[config.mk]
export PLATFORM = sky130hd
export DESIGN_NAME = game_flow_ctrl
export DESIGN_NICKNAME = d
export VERILOG_FILES = /design/src/rtl/dino_pkg.sv /design/src/rtl/btn_edge_sync.sv /design/src/rtl/game_flow_ctrl.sv
export SDC_FILE = /design/constraint.sdc
export NUM_CORES = 1
export LEC_CHECK = 0
export BUFFER_PORTS_ARGS = -buffer_cell sky130_fd_sc_hd__buf_2
export CORE_MARGIN = 3
export CORE_UTILIZATION = 30
export DETAILED_ROUTE_END_ITERATION = 7
export SLEW_MARGIN = 20
export SYNTH_ARGS = -nofsm -noshare
export SYNTH_HDL_FRONTEND = slang
export SYNTH_SLANG_ARGS = --single-unit
[constraint.sdc]
create_clock -name clk -period 2.8 [get_ports clk]
set_clock_uncertainty 0.05 [all_clocks]
set_input_delay 0.14 -clock clk [delete_from_list [all_inputs] [get_ports clk]]
set_output_delay 0.14 -clock clk [all_outputs]
set_load 0.01 [all_outputs]
[src/rtl/dino_pkg.sv]
// Shared definitions for the dino game: state encodings, playfield geometry,
// and a helper for sizing counters from their terminal counts.
package dino_pkg;

  typedef enum logic [1:0] {
    ST_IDLE  = 2'd0,
    ST_RUN   = 2'd1,
    ST_OVER  = 2'd2,
    ST_CRASH = 2'd3
  } game_state_t;

  localparam int PLAYFIELD_W = 32;
  localparam int LEVEL_MAX   = 7;

  // A count of 1 still needs one bit of storage.
  function automatic int cnt_width(input int n);
    return (n > 1) ? $clog2(n) : 1;
  endfunction

endpackage

[src/rtl/btn_edge_sync.sv]
// Two-flop synchronizer for an active-low button plus a one-cycle pulse on
// the synchronized press (falling) edge; every flop resets to "released".
module btn_edge_sync (
  input  logic clk,
  input  logic rst,
  input  logic btn_n,
  output logic press
);

  logic [1:0] sync;
  logic       prev;

  always_ff @(posedge clk or posedge rst) begin
    if (rst) begin
      sync <= 2'b11;
      prev <= 1'b1;
    end else begin
      sync <= {sync[0], btn_n};
      prev <= sync[1];
    end
  end

  assign press = prev & ~sync[1];

endmodule

[src/rtl/game_flow_ctrl.sv]
// Game sequencer: IDLE/RUN/CRASH/OVER state machine, frame timebase, obstacle
// stepping/spawning and a difficulty ramp that shortens the step period.
module game_flow_ctrl
  import dino_pkg::*;
#(
  parameter int FRAME_DIV   = 833333,
  parameter int START_STEP  = 6,
  parameter int MIN_STEP    = 2,
  parameter int RAMP_FRAMES = 600,
  parameter int CRASH_HOLD  = 90
) (
  input  logic       clk,
  input  logic       rst,
  input  logic       jump_n,
  input  logic       collide,
  output logic [1:0] game_state,
  output logic [4:0] xcoor,
  output logic       obs_step,
  output logic       obs_spawn,
  output logic       score_en,
  output logic       clear_req,
  output logic [2:0] level,
  output logic       frame_tick
);

  localparam int FW = cnt_width(FRAME_DIV);
  localparam int RW = cnt_width(RAMP_FRAMES);
  localparam int HW = cnt_width(CRASH_HOLD);

  game_state_t state_q, state_d;

  logic [FW-1:0] frame_cnt;
  logic [RW-1:0] ramp_cnt;
  logic [HW-1:0] hold_cnt;
  logic [3:0]    step_cnt;
  logic [3:0]    step_period;
  logic          press;
  logic          step_due;
  logic          run_tick;
  logic          ramp_wrap;
  logic          hold_done;

  btn_edge_sync u_jump_sync (
    .clk   (clk),
    .rst   (rst),
    .btn_n (jump_n),
    .press (press)
  );

  assign frame_tick = (frame_cnt == FW'(FRAME_DIV - 1));
  assign step_due   = (step_cnt >= step_period - 4'd1);
  assign game_state = state_q;
  assign score_en   = (state_q == ST_RUN);

  always_ff @(posedge clk or posedge rst) begin
    if (rst) state_q <= ST_IDLE;
    else     state_q <= state_d;
  end

  // A collision wins over any step, spawn or ramp that falls in the same cycle.
  always_comb begin
    state_d   = state_q;
    clear_req = 1'b0;
    obs_step  = 1'b0;
    obs_spawn = 1'b0;
    run_tick  = 1'b0;
    ramp_wrap = 1'b0;
    hold_done = 1'b0;
    unique case (state_q)
      ST_IDLE: begin
        if (press) begin
          state_d   = ST_RUN;
          clear_req = 1'b1;
        end
      end
      ST_RUN: begin
        if (collide) begin
          state_d = ST_CRASH;
        end else if (frame_tick) begin
          run_tick  = 1'b1;
          obs_step  = step_due;
          obs_spawn = step_due && (xcoor == 5'(PLAYFIELD_W - 1));
          ramp_wrap = (ramp_cnt == RW'(RAMP_FRAMES - 1));
        end
      end
      ST_CRASH: begin
        if (frame_tick && (hold_cnt == HW'(CRASH_HOLD - 1))) begin
          hold_done = 1'b1;
          state_d   = ST_OVER;
        end
      end
      ST_OVER: begin
        if (press) state_d = ST_IDLE;
      end
      default: state_d = ST_IDLE;
    endcase
  end

  always_ff @(posedge clk or posedge rst) begin
    if (rst) begin
      frame_cnt   <= '0;
      ramp_cnt    <= '0;
      hold_cnt    <= '0;
      step_cnt    <= '0;
      step_period <= 4'(START_STEP);
      xcoor       <= '0;
      level       <= '0;
    end else begin
      frame_cnt <= frame_tick ? '0 : frame_cnt + FW'(1);

      if (clear_req) begin
        ramp_cnt    <= '0;
        step_cnt    <= '0;
        step_period <= 4'(START_STEP);
        xcoor       <= '0;
        level       <= '0;
      end else if (run_tick) begin
        // The step decision above already used the pre-ramp period.
        if (obs_step) begin
          step_cnt <= '0;
          xcoor    <= obs_spawn ? 5'd0 : xcoor + 5'd1;
        end else begin
          step_cnt <= step_cnt + 4'd1;
        end
        if (ramp_wrap) begin
          ramp_cnt <= '0;
          if (step_period > 4'(MIN_STEP)) step_period <= step_period - 4'd1;
          if (level < 3'(LEVEL_MAX))      level       <= level + 3'd1;
        end else begin
          ramp_cnt <= ramp_cnt + RW'(1);
        end
      end

      if ((state_q != ST_CRASH) || hold_done) hold_cnt <= '0;
      else if (frame_tick)                    hold_cnt <= hold_cnt + HW'(1);
    end
  end

endmodule

==> results_dict.tcl <==
set metrics [dict create \
    run_status "completed" \
    synth_warnings 0 \
    switchingPower_w 0.000599 \
    synth_nets 366 \
    pwr-share-seq 0.487 \
    layout_common_cells "53 x dfrtp_1, 36 x nor2_1, 28 x nand2_1" \
    start_util 0.311 \
    synth_cells 347 \
    fmax_mhz 376 \
    crit_fanout 7 \
    peakVddDrop_mv 0.250 \
    whs_ns 0.0177 \
    dpl.cell_count 493 \
    synth.distinct_cells 47 \
    synth_seq_cells 58 \
    vias 2635 \
    die_area_um2 12100 \
    grt_pass1_wl_um 12000 \
    layout_commonest_cell "dfrtp_1" \
    drv_slew 0 \
    place_area_um2 3480 \
    critPathRequiredTime_ns 2.61 \
    ios 19 \
    die_h_um 110 \
    cts_tree "yes" \
    fin_tns_setup_ns 0 \
    p_int_w 0.00134 \
    dp_hpwl_um 4790 \
    arrival_ns 2.47 \
    clockPowerShare 0.357 \
    grt_max_degree 43 \
    gp_congestion 0.824 \
    period_minus_slack_ns 2.66 \
    p_comb_frac 0.156 \
    power_per_cell_area_nw_per_um2 525 \
    worstPathCellList "inv_1 > ha_1 > xnor2_1 > ha_1 > nor3_2 > a211o_1 > buf_4 > nor2_1 > buf_2" \
    first_global_vias 2571 \
    route.detailed.drc 0 \
    clock_latency_ns 0.34 \
    slowest_delay_ns 0.56 \
    root_buffer "clkbuf_8" \
    antenna_found_initial 0 \
    ant_nets 0 \
    area_growth_syn_to_layout_pct 13.9 \
    design_area_um2 3690 \
    synth_area_um2 3240 \
    rows 37 \
    dr.pass1.iters 4 \
    coreArea_um2 10400 \
    relSlewSlack 0.385 \
    synth_edf_count 0 \
    rsz0062_at_grt "false" \
    async_reset_ff_frac 1.00 \
    fin_cells 511 \
    worst_setup_path_start_kind "register" \
    min_period_over_period 0.950 \
    overflow 0 \
    clock_path_buffers 2 \
    htreeDepth 3 \
    hold_viol_final 0 \
    die_width_um 110 \
    cts_made_buffers 9 \
    ys_seq_area_frac 0.450 \
    cts_sinks 58 \
    synth_flop_cell "dfrtp_1" \
    grt_use_total 0.125 \
    drt-initial-drc-count 197 \
    cpMostUsedCell "ha_1" \
    critPathKind "register to output port" \
    p_total_w 0.00194 \
    setup-violations-final 0 \
    hold_class "input pin to register" \
    routed_wl_um 6930 \
    diodes 0 \
    total_leakage_power_nw 1.68 \
    layout.nets 389 \
    cts.reportedPaths.clkPinSlew_ns 0.08 \
    viasPerCell 5.16 \
    port_buffers 18 \
    drv_cap 0 \
    worstMarginPinSlew_ns 0.921 \
    syn_area_per_cell_um2 9.34 \
    wire_per_inst_um 13.6 \
    swShare 0.309 \
    num-fill-cells 1061 \
    slowest_stage "dfstp_2" \
    cp-end-kind "output port" \
    drive_gt1_frac 0.149 \
]
worst max-delay path: cells and delay by family, from the launching register on:
kind | cells | cell delay [ns]
AND/OR/NAND/NOR | 2 | 0.27
AO/OA/AOI/OAI | 1 | 0.27
flip-flops | 1 | 0.56
XOR/XNOR | 1 | 0.17
adder cells (fa/ha/maj) | 2 | 0.47
buffers and inverters | 3 | 0.39
power groups by stage:
| stage | clock (W) | sequential [W] | combinational (W) |
|---|---|---|---|
| 4_1_cts | 0.000713 | 0.000942 | 0.000303 |
| 6_report | 0.000693 | 0.000944 | 0.000301 |
| 3_5_place_dp | 0 | 0.000958 | 0.000293 |
| 3_3_place_gp | 0 | 0.000957 | 0.000283 |
| 5_1_grt | 0.000751 | 0.000953 | 0.000341 |
| 2_1_floorplan | 0 | 0.000950 | 0.000208 |
layout make-up:
type / count / area, µm² / area share
clock buffers: 9 / 124 / 0.0336
multi-input cells: 262 / 1680 / 0.455
flip-flops and latches: 58 / 1460 / 0.395
clock inverters: 7 / 53.8 / 0.0146
well taps: 136 / 170 / 0.0461
inverters: 12 / 45.0 / 0.0122
repair buffers: 27 / 163 / 0.0441
final timing paths:
| path | start | to | slack (ns) | cells past startpoint |
|---|---|---|---|---|
| setup reg to reg | step_period[1] | xcoor[3] | 0.34 | 7 |
| setup / recovery | step_period[1] | obs_step | 0.14 | 9 |
| min in group asynchronous | rst | frame_cnt[9] | 0.50 | 3 |
| hold / removal | collide | game_state[1] | 0.02 | 3 |
| max in group asynchronous | rst | ramp_cnt[3] | 1.51 | 4 |
| hold reg to reg | u_jump_sync.sync[0] | u_jump_sync.sync[1] | 0.31 | 0 |
state kept, by name, summed over array words and instances, names as in the netlist:
name,count
frame_cnt,20
game_state,2
hold_cnt,7
level,3
ramp_cnt,10
step_cnt,4
step_period,4
u_jump_sync.prev,1
u_jump_sync.sync,2
xcoor,5
stage by stage:
stage / util / setup WS (ns)
floorplan: - / 0.480
global placement: 0.334 / 0.334
detailed placement: 0.334 / 0.336
CTS: 0.354 / 0.0586
global route: 0.354 / 0.0380
finish: 0.354 / 0.141
cell usage after synthesis, types with 4 or more instances:
| master | number | area, µm² |
|---|---|---|
| dfrtp_1 | 53 | 1330 |
| ha_1 | 15 | 188 |
| buf_2 | 5 | 25.0 |
| and3_1 | 11 | 68.8 |
| or3_1 | 8 | 50.1 |
| dfstp_2 | 5 | 131 |
| o21ai_0 | 15 | 75.1 |
| mux2i_1 | 4 | 40.0 |
| nand4_1 | 12 | 75.1 |
| and2_1 | 5 | 31.3 |
| a21oi_1 | 27 | 135 |
| a31oi_1 | 5 | 31.3 |
| inv_1 | 12 | 45.0 |
| nand2_1 | 28 | 105 |
| nor2_1 | 36 | 135 |
| xor2_1 | 9 | 78.8 |
| and4_1 | 7 | 61.3 |
| clkbuf_1 | 9 | 33.8 |
| nand4b_1 | 7 | 61.3 |
| nor3_1 | 9 | 45.0 |
| xnor2_1 | 9 | 78.8 |
| or4_1 | 5 | 37.5 |
| nand3_1 | 19 | 95.1 |
routing by layer:
layer  wire length, µm  part of all wire  vias to the layer above  GRT usage
li1                  -                 -                     1308          -
met1              3330              0.48                     1289      0.161
met2              3310              0.48                       30      0.205
met3               202             0.029                        8     0.0264
met4                87             0.013                        0     0.0472
met5                 0                 0                        -          0
cell families (layout without fill, tap and decap cells):
group | count (synthesis) | count (layout) | share of synthesized area
buffers and inverters | 27 | 55 | 0.0355
AND/OR/NAND/NOR | 162 | 162 | 0.280
XOR/XNOR | 18 | 18 | 0.0487
adder cells (fa/ha/maj) | 15 | 15 | 0.0579
multiplexers | 4 | 4 | 0.0124
flip-flops | 58 | 58 | 0.450
AO/OA/AOI/OAI | 63 | 63 | 0.116
repair_timing:
item / CTS / global route
setup endpoints to repair: 1 / 1
hold buffers: 2 / 0
buffers inserted: 0 / 0
gates resized for setup: 1 / 1
endpoints found under the hold margin: 29 / 0
pin swaps: 0 / 0
No activity file was read; power rests on OpenSTA's default activity.
